`config.mk`:
```
export PLATFORM = sky130hd
export DESIGN_NAME = param_monitor
export DESIGN_NICKNAME = d
export VERILOG_FILES = /design/src/rtl/param_fake_pkg.sv /design/src/rtl/param_frame_ser.sv /design/src/rtl/param_monitor.sv
export SDC_FILE = /design/constraint.sdc
export NUM_CORES = 1
export LEC_CHECK = 0
export CORE_ASPECT_RATIO = 0.8
export CORE_MARGIN = 5
export CORE_UTILIZATION = 55
export CTS_CLUSTER_DIAMETER = 150
export DETAILED_ROUTE_END_ITERATION = 12
export MAX_ROUTING_LAYER = met4
export PLACE_DENSITY = 0.79
export SLEW_MARGIN = 20
export SYNTH_ARGS = -nofsm -noshare
export SYNTH_HDL_FRONTEND = slang
export SYNTH_SLANG_ARGS = --single-unit
```
`constraint.sdc`:
```
create_clock -name clk_i -period 4.1 [get_ports clk_i]
set_clock_uncertainty 0.15 [all_clocks]
set_input_delay 0.41 -clock clk_i [delete_from_list [all_inputs] [get_ports clk_i]]
set_output_delay 0.41 -clock clk_i [all_outputs]
set_load 0.05 [all_outputs]
```
`src/rtl/param_fake_pkg.sv`:
```
// rtl/param_fake_pkg.sv - shared types and constants for the parameter-fake monitor
package param_fake_pkg;

  typedef enum logic [2:0] {
    ST_IDLE,
    ST_SETTLE,
    ST_SAMPLE,
    ST_REPORT,
    ST_DONE
  } state_e;

  localparam int         FRAME_W = 16;
  localparam logic [1:0] MARKER  = 2'b10;
  localparam int         MASK_W  = 6;

  localparam int M_BOO = 0;
  localparam int M_INT = 1;
  localparam int M_LOG = 2;
  localparam int M_VEC = 3;
  localparam int M_STR = 4;
  localparam int M_REA = 5;

  function automatic int max3(input int a, input int b, input int c);
    int m;
    m = (a > b) ? a : b;
    return (m > c) ? m : c;
  endfunction

endpackage

```
`src/rtl/param_frame_ser.sv`:
```
// rtl/param_frame_ser.sv - parallel-in serial-out frame shifter, LSB first
module param_frame_ser
  import param_fake_pkg::*;
#(
  parameter int W = FRAME_W
) (
  input  logic         clk_i,
  input  logic         rst_ni,
  input  logic         load_i,
  input  logic [W-1:0] data_i,
  output logic         ser_o,
  output logic         valid_o,
  output logic         last_o
);

  localparam int CW = $clog2(W);

  logic [W-1:0]  shreg_q, shreg_d;
  logic [CW-1:0] cnt_q, cnt_d;
  logic          valid_q, valid_d;

  always_comb begin
    shreg_d = shreg_q;
    cnt_d   = cnt_q;
    valid_d = valid_q;
    if (load_i) begin
      shreg_d = data_i;
      cnt_d   = CW'(W - 1);
      valid_d = 1'b1;
    end else if (valid_q) begin
      shreg_d = shreg_q >> 1;
      if (cnt_q == '0) valid_d = 1'b0;
      else             cnt_d   = cnt_q - 1'b1;
    end
  end

  always_ff @(posedge clk_i or negedge rst_ni) begin
    if (!rst_ni) begin
      shreg_q <= '0;
      cnt_q   <= '0;
      valid_q <= 1'b0;
    end else begin
      shreg_q <= shreg_d;
      cnt_q   <= cnt_d;
      valid_q <= valid_d;
    end
  end

  assign ser_o   = valid_q & shreg_q[0];
  assign valid_o = valid_q;
  assign last_o  = valid_q && (cnt_q == '0);

endmodule

```
`src/rtl/param_monitor.sv`:
```
// rtl/param_monitor.sv - settle/sample/report checker for the parameter-fake outputs
module param_monitor
  import param_fake_pkg::*;
#(
  parameter bit         EXP_BOO = 1'b1,
  parameter int         EXP_INT = 92,
  parameter logic       EXP_LOG = 1'b1,
  parameter logic [7:0] EXP_VEC = 8'hCC,
  parameter int         SETTLE  = 4,
  parameter int         SAMPLES = 8
) (
  input  logic              clk_i,
  input  logic              rst_ni,
  input  logic              start_i,
  input  logic              boo_i,
  input  logic [7:0]        int_i,
  input  logic              log_i,
  input  logic [7:0]        vec_i,
  input  logic              str_i,
  input  logic              rea_i,
  output logic              busy_o,
  output logic              done_o,
  output logic              pass_o,
  output logic [MASK_W-1:0] mask_o,
  output logic              ser_o,
  output logic              ser_valid_o
);

  localparam int               CNT_W     = $clog2(max3(SETTLE, SAMPLES, FRAME_W)) + 1;
  localparam logic [CNT_W-1:0] SETTLE_LD = CNT_W'(SETTLE);
  localparam logic [CNT_W-1:0] SAMPLE_LD = CNT_W'(SAMPLES - 1);
  localparam logic [7:0]       EXP_INT8  = 8'(EXP_INT);

  state_e              state_q, state_d;
  logic [CNT_W-1:0]    cnt_q, cnt_d;
  logic [MASK_W-1:0]   mask_q, mask_d, miss;
  logic [7:0]          vec_cap_q, vec_cap_d;
  logic                done_q, done_d;
  logic                ser_load, ser_last, ser_bit, ser_valid;

  always_comb begin
    miss        = '0;
    miss[M_BOO] = (boo_i != EXP_BOO);
    miss[M_INT] = (int_i != EXP_INT8);
    miss[M_LOG] = (log_i != EXP_LOG);
    miss[M_VEC] = (vec_i != EXP_VEC);
    miss[M_STR] = (str_i != 1'b1);
    miss[M_REA] = (rea_i != 1'b1);
  end

  always_ff @(posedge clk_i or negedge rst_ni) begin
    if (!rst_ni) state_q <= ST_IDLE;
    else         state_q <= state_d;
  end

  always_comb begin
    state_d = state_q;
    case (state_q)
      ST_IDLE:   if (start_i)       state_d = ST_SETTLE;
      ST_SETTLE: if (cnt_q == '0)   state_d = ST_SAMPLE;
      ST_SAMPLE: if (cnt_q == '0)   state_d = ST_REPORT;
      ST_REPORT: if (ser_last)      state_d = ST_DONE;
      ST_DONE:   if (start_i)       state_d = ST_SETTLE;
      default:                      state_d = ST_IDLE;
    endcase
  end

  // Counter reloads on every state change; the settle phase therefore spans
  // its entry cycle plus SETTLE countdown cycles.
  always_comb begin
    cnt_d     = cnt_q;
    mask_d    = mask_q;
    vec_cap_d = vec_cap_q;
    done_d    = (state_q == ST_REPORT) && (state_d == ST_DONE);
    if (state_d != state_q) begin
      case (state_d)
        ST_SETTLE: cnt_d = SETTLE_LD;
        ST_SAMPLE: cnt_d = SAMPLE_LD;
        default:   cnt_d = '0;
      endcase
    end else if (cnt_q != '0) begin
      cnt_d = cnt_q - 1'b1;
    end
    if (state_d == ST_SETTLE && state_q != ST_SETTLE) begin
      mask_d    = '0;
      vec_cap_d = '0;
    end
    if (state_q == ST_SAMPLE) begin
      mask_d = mask_q | miss;
      if (cnt_q == SAMPLE_LD) vec_cap_d = vec_i;
    end
  end

  always_ff @(posedge clk_i or negedge rst_ni) begin
    if (!rst_ni) begin
      cnt_q     <= '0;
      mask_q    <= '0;
      vec_cap_q <= '0;
      done_q    <= 1'b0;
    end else begin
      cnt_q     <= cnt_d;
      mask_q    <= mask_d;
      vec_cap_q <= vec_cap_d;
      done_q    <= done_d;
    end
  end

  // Frame is loaded from the next-state values so the last sample is included.
  assign ser_load = (state_q == ST_SAMPLE) && (state_d == ST_REPORT);

  param_frame_ser #(.W(FRAME_W)) u_ser (
    .clk_i   (clk_i),
    .rst_ni  (rst_ni),
    .load_i  (ser_load),
    .data_i  ({vec_cap_d, MARKER, mask_d}),
    .ser_o   (ser_bit),
    .valid_o (ser_valid),
    .last_o  (ser_last)
  );

  always_comb begin
    busy_o      = (state_q == ST_SETTLE) || (state_q == ST_SAMPLE) || (state_q == ST_REPORT);
    done_o      = done_q;
    pass_o      = (state_q == ST_DONE) && (mask_q == '0);
    mask_o      = mask_q;
    ser_o       = ser_bit;
    ser_valid_o = ser_valid;
  end

endmodule

```
# Yosys cells after proc, flatten, opt, wreduce, memory -nomap -nowiden
# Index checks and enable logic that the tools add are counted.
# totals
reg_bits	44
input_bits	23
output_inout_bits	11
wordCells	67
# op_classes
add_sub_neg	2
eq_ne	14
mux	21
bitwise	6
n_reduce_logical	16
# op_table
cell	count
$mux W16	2
$mux W8	3
$eq A3 B2 Y1 const B	4
$mux W3	4
$mux W4	3
$mux W6	2
$pmux W3 S4	1
$mux W5	2
$ne A8 B7 Y1 const B	1
$ne A8 B8 Y1 const B	1
$eq A3 B1 Y1 const B	2
$eq A3 B3 Y1 const B	2
$logic_not A6 Y1	1
$or A6 B6 Y6	1
$pmux W3 S2	1
$eq A5 B3 Y1 const B	1
$logic_and A1 B1 Y1	5
$logic_not A5 Y1	1
$reduce_bool A5 Y1	1
$sub A5 B1 Y5 const B	1
$logic_not A4 Y1	1
$not A1 Y1	4
$reduce_bool A2 Y1	2
$sub A4 B1 Y4 const B	1
9 further kinds	12

# Depth between registers and ports, before layout
# Gate-level depths: netlist of the first run.
# depth
depth_word	10
mapped_depth	7
mapped_depth_nobuf	6

# Cells and area by module
# A second synthesis of the first run with hierarchy kept.
# unflattened
cells_unflattened	218
hier_area_um2	2130.8
# by_module_without_submodules
module	instances	cells_per_inst	area_each_um2	seq_area_each_um2
param_monitor	1	123	1144.8	575.6
param_frame_ser	1	95	985.9	525.5

# Worst setup path before layout of the first run
# No wires, ideal clock.
# synth_path
kind	register -> output
start	reg mask_q[1], in the netlist mask_o[1]
end	out pass_o
arrival_ns	2.586
required_ns	3.540
setup_slack_ns	0.954
path_stages_with_launch	3
path_buffers	0
path_cell_list	dfrtp_1 -> or4_1 -> nor4_1
# synth_via
elab_chain_cells	2
# synth_rtl
element	line	source
from (decl)	param_monitor.sv:36	logic [MASK_W-1:0] mask_q, mask_d, miss;
from (signal assigned)	param_monitor.sv:102	mask_q <= mask_d;
$logic_not A6 Y1	param_monitor.sv:124	pass_o = (state_q == ST_DONE) && (mask_q == '0);
$logic_and A1 B1 Y1	param_monitor.sv:124	
to (decl)	param_monitor.sv:23	output logic pass_o,
# Every way passes these cells.

# Worst setup path in the final report of the first run
# Ends and elaborated chain as after synthesis.

==> metrics.txt, run 1 <==
TritonCTS clock tree=done; Row Count=21; status=finished clean; initial antenna violation count=0; Net Sw Frac=42.5%; RSZ-0062 raised after global routing=false; Post-Route WL=4720 um; fmax=352 MHz; CTS H-tree lvls=2; Vias/cell=5.42; Post-Syn Nets=approximately 250; power density cells=slightly below 800 nW/um2; nets=282; Clock Sinks=44; Post-synth EDFFs=0; first-pass GRT wire length=7580 um; Die H=slightly below 70 um; Req. time, crit path=3.54 ns; Worst Path Max Fanout=4; Skew-Pair Late Insertion Delay=0.30 ns; P_leak=0.00125 uW; Hold Path Class=flip-flop to flip-flop; Setup crit start=mask_o[1]; Starting DRT DRC Count=93; vias in the first global route=1,521; internal power=1230 uW; Seq pwr share=36.6%; antenna-violating nets left=0; peak supply drop=0.329 mV; critical path class=flip-flop to output port; Synth Flop Type=dfrtp_1; Clk Tree Root Cell=clkbuf_8; library cells used by synthesis=around 50; R2R depth=5; Area contributors post-synth=dfrtp_1 47%, mux2i_1 5.6%, nand2_1 4.7%; largest net degree at the start of global routing=45; largest area contributor in the netlist=dfrtp_1; CTS clk-pin slew, worst paths=0.09 ns; Yosys reg bits=44; Crit Reg-Reg Startpoint=cnt_q[0]; P_sw=906 uW; clock share of power=13.2%; top cell type's share of synthesized area=47.3%; final hold slack=~0.37 ns; CTS Buf Count=5; placed cell count=303; Synth warnings=0; Port-buffer cells=33; measured slew at the worst slew-check pin=0.691 ns; post-synthesis sequential area ratio=47.3%; final hold vios=0; Final Setup Violations=0; GRT overflow=0; Final Slew Violations=0; CTS Buffer Depth=2; fraction of final layout cells sized beyond drive strength 1=9.02%; Detailed Place HPWL=around 3300 um; asr flop ratio synth=100%; Slew headroom=53.9%; GPL Wtd Cong=approximately 0.75; die width=82.7 um; Post-Syn Area=2330 um2; setup slack at placement=1.58 ns; Syn Inst Count=225; reg2reg end=u_ser.shreg_q[15]; Fin Setup TNS=0 ns; 1st-pass router iterations=6; Max-cap violations=0; Die ar.=approximately 5600 um2; Residual DRC=0; CP Data Arrival Time=2.28 ns; Vias=about 1,700; Layout Cells excl Fill=312; Core Area=between 4000 and 5000 um2; setup bufs post-CTS=0; IO Count=34; Total GRT Usage=18.7%; initial core utilization=about 56%; Tot Pwr=roughly 2100 uW; Syn Area/Cell=10.3 um2; crit path capture=pass_o; routed len/inst=approximately 15 um; ant diodes=0; ratio of final minimum period to clock period=69.2%; Final Worst Setup Slack=1.26 ns; Comb pwr share=50.3%; CP Capture Type=output port; Tmin final=2.84 ns; Area Growth Syn to Fin=16.9%; R2R Setup Slk=roughly 1.9 ns; Startpoint Class=flip-flop
[worst min-delay path by stage]
stage	cells after the start	endpoint	from	slack (ns)
3_3_place_gp	2	u_ser.shreg_q[7]	u_ser.shreg_q[8]	0.33
6_report	2	u_ser.shreg_q[7]	u_ser.shreg_q[8]	0.37
3_5_place_dp	2	u_ser.shreg_q[7]	u_ser.shreg_q[8]	0.35
5_1_grt	2	u_ser.cnt_q[3]	u_ser.cnt_q[3]	0.40
2_1_floorplan	0	cnt_q[0]	rst_ni	-0.04
4_1_cts	1	cnt_q[1]	rst_ni	0.14
[power groups by stage]
stage	clock network [uW]	registers (uW)	logic, uW
2_1_floorplan	0	857	765
3_3_place_gp	0	775	1040
3_5_place_dp	0	786	1070
4_1_cts	285	779	1080
5_1_grt	301	809	1180
6_report	280	780	1070
[what timing repair did]
action | in CTS | in global routing
endpoints found under the hold margin | 0 | 11
resized for setup | 0 | 0
hold buffers | 0 | 1
[final cells by class]
| cell class | count | area, um2 |
|---|---|---|
| sequential | 44 | 1100 |
| fill | 345 | 1410 |
| multi-input combinational | 162 | 1090 |
| clock buffer | 7 | 86.3 |
| timing repair buffer | 35 | 345 |
| clock inverter | 1 | 7.51 |
| tap | 57 | 71.3 |
| inverter | 6 | 22.5 |
[cells by family (layout without fill, tap and decap cells)]
logic type	after synthesis	count (layout)	share of synthesized area, %
AOI/OAI and AO/OA	47	47	14.1
xor gates and xnor gates	4	4	1.51
adders and majority gates	5	5	2.69
buffers and inverters	19	49	5.97
DFF	44	44	47.3
muxes	14	14	6.08
and+or+nand+nor	92	92	22.3
[placed cells by master (no fill, tap or decap), drive strengths merged, types with 2 or more instances in the layout]
| cell type | n |
|---|---|
| clkdlybuf4s50 | 32 |
| and3 | 4 |
| o211ai | 6 |
| dfrtp | 44 |
| mux2i | 13 |
| xnor2 | 2 |
| o21ai | 8 |
| nor3b | 2 |
| nand2 | 29 |
| a21oi | 5 |
| xor2 | 2 |
| a31oi | 4 |
| a21o | 6 |
| nand2b | 3 |
| buf | 2 |
| or3b | 5 |
| a211oi | 9 |
| nand3 | 2 |
| clkbuf | 7 |
| nor2b | 5 |
| nor2 | 21 |
| nor4 | 3 |
| nor3 | 6 |
| inv | 6 |
| ha | 5 |
| nand3b | 3 |
| o21a | 4 |
| nand4b | 2 |
[flip-flops by register name, summed over array words and instances, names as in the netlist]
name           count
u_ser.shreg_q     16
vec_cap_q          8
mask_o             6
cnt_q              5
u_ser.cnt_q        4
state_q            3
done_o             1
u_ser.valid_o      1
[routing by layer]
layer / track usage, % / vias up / wire length (um)
li1: - / 852 / -
met2: 27.3 / 26 / 2160
met1: 26.4 / 806 / 2340
met4: 5.51 / 0 / 57
met5: - / - / 0
met3: 3.95 / 8 / 152
[worst max-delay path, cell delays in order, from the launching register on]
cell	delay (ns)
dfrtp_1	0.41
or4_1	0.54
nor4_1	0.18
clkdlybuf4s50_1	0.85
[cells in the mapped netlist (3+ instances only)]
cell type  instances
buf_6              3
a211oi_1           9
nand2_1           29
mux2i_1           13
nor2_1            19
o21ai_0            8
ha_1               5
a31oi_1            4
nor3_1             6
nor4_1             3
dfrtp_1           44
o21a_1             4
nor2b_1            4
a21o_1             6
nand3b_1           3
and3_1             4
o211ai_1           5
buf_2              4
inv_1              6
a21oi_1            5
[through the flow]
step                      instance area [um2]  utilization (%)
after floorplan                          2330                -
after global placement                   2610             63.4
after detailed placement                 2610             63.4
after CTS                                2710             65.6
after global routing                     2720             65.9
final                                    2720             65.9
Power figures use the tool's default switching activity.
==> run 2: changes to the inputs <==
--- a/config.mk
+++ b/config.mk
@@ -7,11 +7,11 @@
 export LEC_CHECK = 0
 export CORE_ASPECT_RATIO = 0.8
 export CORE_MARGIN = 5
-export CORE_UTILIZATION = 55
+export CORE_UTILIZATION = 54
 export CTS_CLUSTER_DIAMETER = 150
 export DETAILED_ROUTE_END_ITERATION = 12
 export MAX_ROUTING_LAYER = met4
-export PLACE_DENSITY = 0.79
+export PLACE_DENSITY = 0.77
 export SLEW_MARGIN = 20
 export SYNTH_ARGS = -nofsm -noshare
 export SYNTH_HDL_FRONTEND = slang
==> constraint.sdc (replaced) <==
create_clock -name clk_i -period 2.9 [get_ports clk_i]
set_clock_uncertainty 0.15 [all_clocks]
set_input_delay 0.29 -clock clk_i [delete_from_list [all_inputs] [get_ports clk_i]]
set_output_delay 0.29 -clock clk_i [all_outputs]
set_load 0.05 [all_outputs]
==> metrics.txt, run 2 (synthesis gave the netlist of run 1 again) <==
status=finished clean; placement-stage cell area=2620 um2 (+0.24%); CTS clk-pin slew, worst paths=0.09 ns (about the same); Tmin final=2.68 ns; initial antenna violation count=0 (unchanged); max FFs per register=16 (unchanged); critical path class=flip-flop to output port; Row Count=21 (unchanged); R2R depth=4 (-1); Seq pwr share=36.3% (-0.3 points); Max-cap violations=0 (unchanged); final hold slack=0.374 ns (+0.00129 ns); P_sw=1280 uW (+41%); Slew headroom=51.7% (-2.2 points); Die ar.=5730 um2 (+1.6%); most common cell after layout, fill and taps aside=dfrtp_1; antenna-violating nets left=0 (unchanged); clock share of power=15.1% (+1.9 points); first-pass GRT wire length=7610 um (+0.45%); Skew-Pair Late Insertion Delay=0.30 ns (about the same); most frequent cells in the layout=44 x dfrtp_1, 32 x clkdlybuf4s50_1, 29 x nand2_1; GPL Wtd Cong=0.790 (+4.7%); CTS Buf Count=5 (unchanged); RSZ-0062 raised after global routing=false; Residual DRC=0 (unchanged); P_leak=0.00126 uW (+0.87%); TritonCTS clock tree=done; ratio of final minimum period to clock period=~92%; Clk Tree Root Cell=clkbuf_8; fill count=344 (-0.29%); ant diodes=0 (unchanged); internal power=1790 uW (+46%); vias in the first global route=1,564 (+2.8%); fin area=2740 um2 (+0.74%); power density cells=1120 nW/um2 (+43%); Total GRT Usage=17.7% (-1.0 points); Clock Sinks=44 (unchanged); Vias=1,690 (-0.12%); IO Count=34 (unchanged); Net Sw Frac=41.6% (-0.84 points); Area Growth Syn to Fin=17.8%; GRT overflow=0 (unchanged); routed len/inst=14.8 um (-2.2%); Req. time, crit path=2.46 ns (-1.08 ns); Detailed Place HPWL=3210 um (-3.7%); cts repair resizes=0 (unchanged); Worst Path Max Fanout=4 (unchanged); placed cell count=303 (unchanged); initial core utilization=55.7% (-0.71 points); Hold Path Class=input port to async pin; Core Area=4180 um2 (+1.3%); Comb pwr share=48.6% (-1.7 points); final hold vios=0 (unchanged); measured slew at the worst slew-check pin=0.724 ns (+0.0325 ns); CP Capture Type=output port; Port-buffer cells=33 (unchanged); Final Slew Violations=0 (unchanged); fmax=around 370 MHz; largest net degree at the start of global routing=45 (unchanged); die width=83.4 um (+0.81%); CTS H-tree lvls=2 (unchanged); Finished Core Util=65.6% (-0.35 points); Fin Setup TNS=0 ns (unchanged); Post-Route WL=4610 um (-2.2%); Startpoint Class=flip-flop; Starting DRT DRC Count=138 (+48%); peak supply drop=0.478 mV (+45%); CP Data Arrival Time=2.24 ns (-0.04 ns); Layout Cells excl Fill=312 (unchanged); CTS Buffer Depth=2 (unchanged); Final Setup Violations=0 (unchanged); 1st-pass router iterations=4 (-2); Die H=68.7 um (+0.78%); Largest Register=u_ser.shreg_q; fraction of final layout cells sized beyond drive strength 1=9.41% (+0.39 points); Vias/cell=5.42 (-0.12%); nets=282 (unchanged)
run 2: changes by cell type in the layout (fill, tap and decap cells not counted):
cell        before  now
clkinvlp_4       1    0
clkinv_2         0    1
nor4_1           3    2
clkbuf_8         6    5
bufinv_16        0    1
nor4_2           0    1
run 2: repair_timing:
item	in CTS	in global routing
hold buffers	0	1
endpoints found under the setup margin	0	0
hold endpoints to repair	0	44
setup buffers	0	0
run 2: worst paths after layout:
kind                       slack, ns    startpoint                end
max reg2reg                     0.69    state_q[0]  u_ser.shreg_q[15]
min reg2reg                     0.37  vec_cap_q[6]       vec_cap_q[6]
max                             0.22     mask_o[1]             pass_o
max in group asynchronous       1.85        rst_ni         state_q[0]
min                             0.37        rst_ni   u_ser.shreg_q[2]
min in group clk_i              0.37  vec_cap_q[6]       vec_cap_q[6]
run 2: layout make-up:
class | instances | area (um2) | area share [%]
Clock buffer | 6 | 72.6 | 2.65
Clock inverter | 2 | 35.0 | 1.28
Inverter | 6 | 22.5 | 0.822
Multi-Input combinational cell | 162 | 1090 | 39.9
Sequential cell | 44 | 1100 | 40.2
Tap cell | 57 | 71.3 | 2.60
Timing Repair Buffer | 35 | 345 | 12.6
run 2: power groups by stage:
stage          combinational [uW]  sequential [uW]  clock, uW
2_1_floorplan                1080             1210          0
3_3_place_gp                 1460             1110          0
3_5_place_dp                 1490             1120          0
4_1_cts                      1500             1110        468
5_1_grt                      1640             1160        501
6_report                     1490             1120        463
run 2: per-stage QoR:
stage	total power (uW)	setup slack, ns
after CTS	3080	0.205
after floorplan	2300	0.447
after detailed placement	2610	0.541
final	3070	0.220
after global routing	3300	0.105
after global placement	2570	0.559
run 2: metal layers:
layer  global-route usage, %  part of all wire (%)  vias up
li1                        -                     -      850
met1                    24.3                    51      802
met2                    25.8                    43       32
met3                    3.92                   3.9        6
met4                    6.73                   1.5        0
met5                       -                     0        -
run 2: worst max-delay path, cell delays in order, from the launching register on:
cell             delay (ns)
dfrtp_1                0.41
or4_1                  0.55
nor4_2                 0.15
clkdlybuf4s50_1        0.84
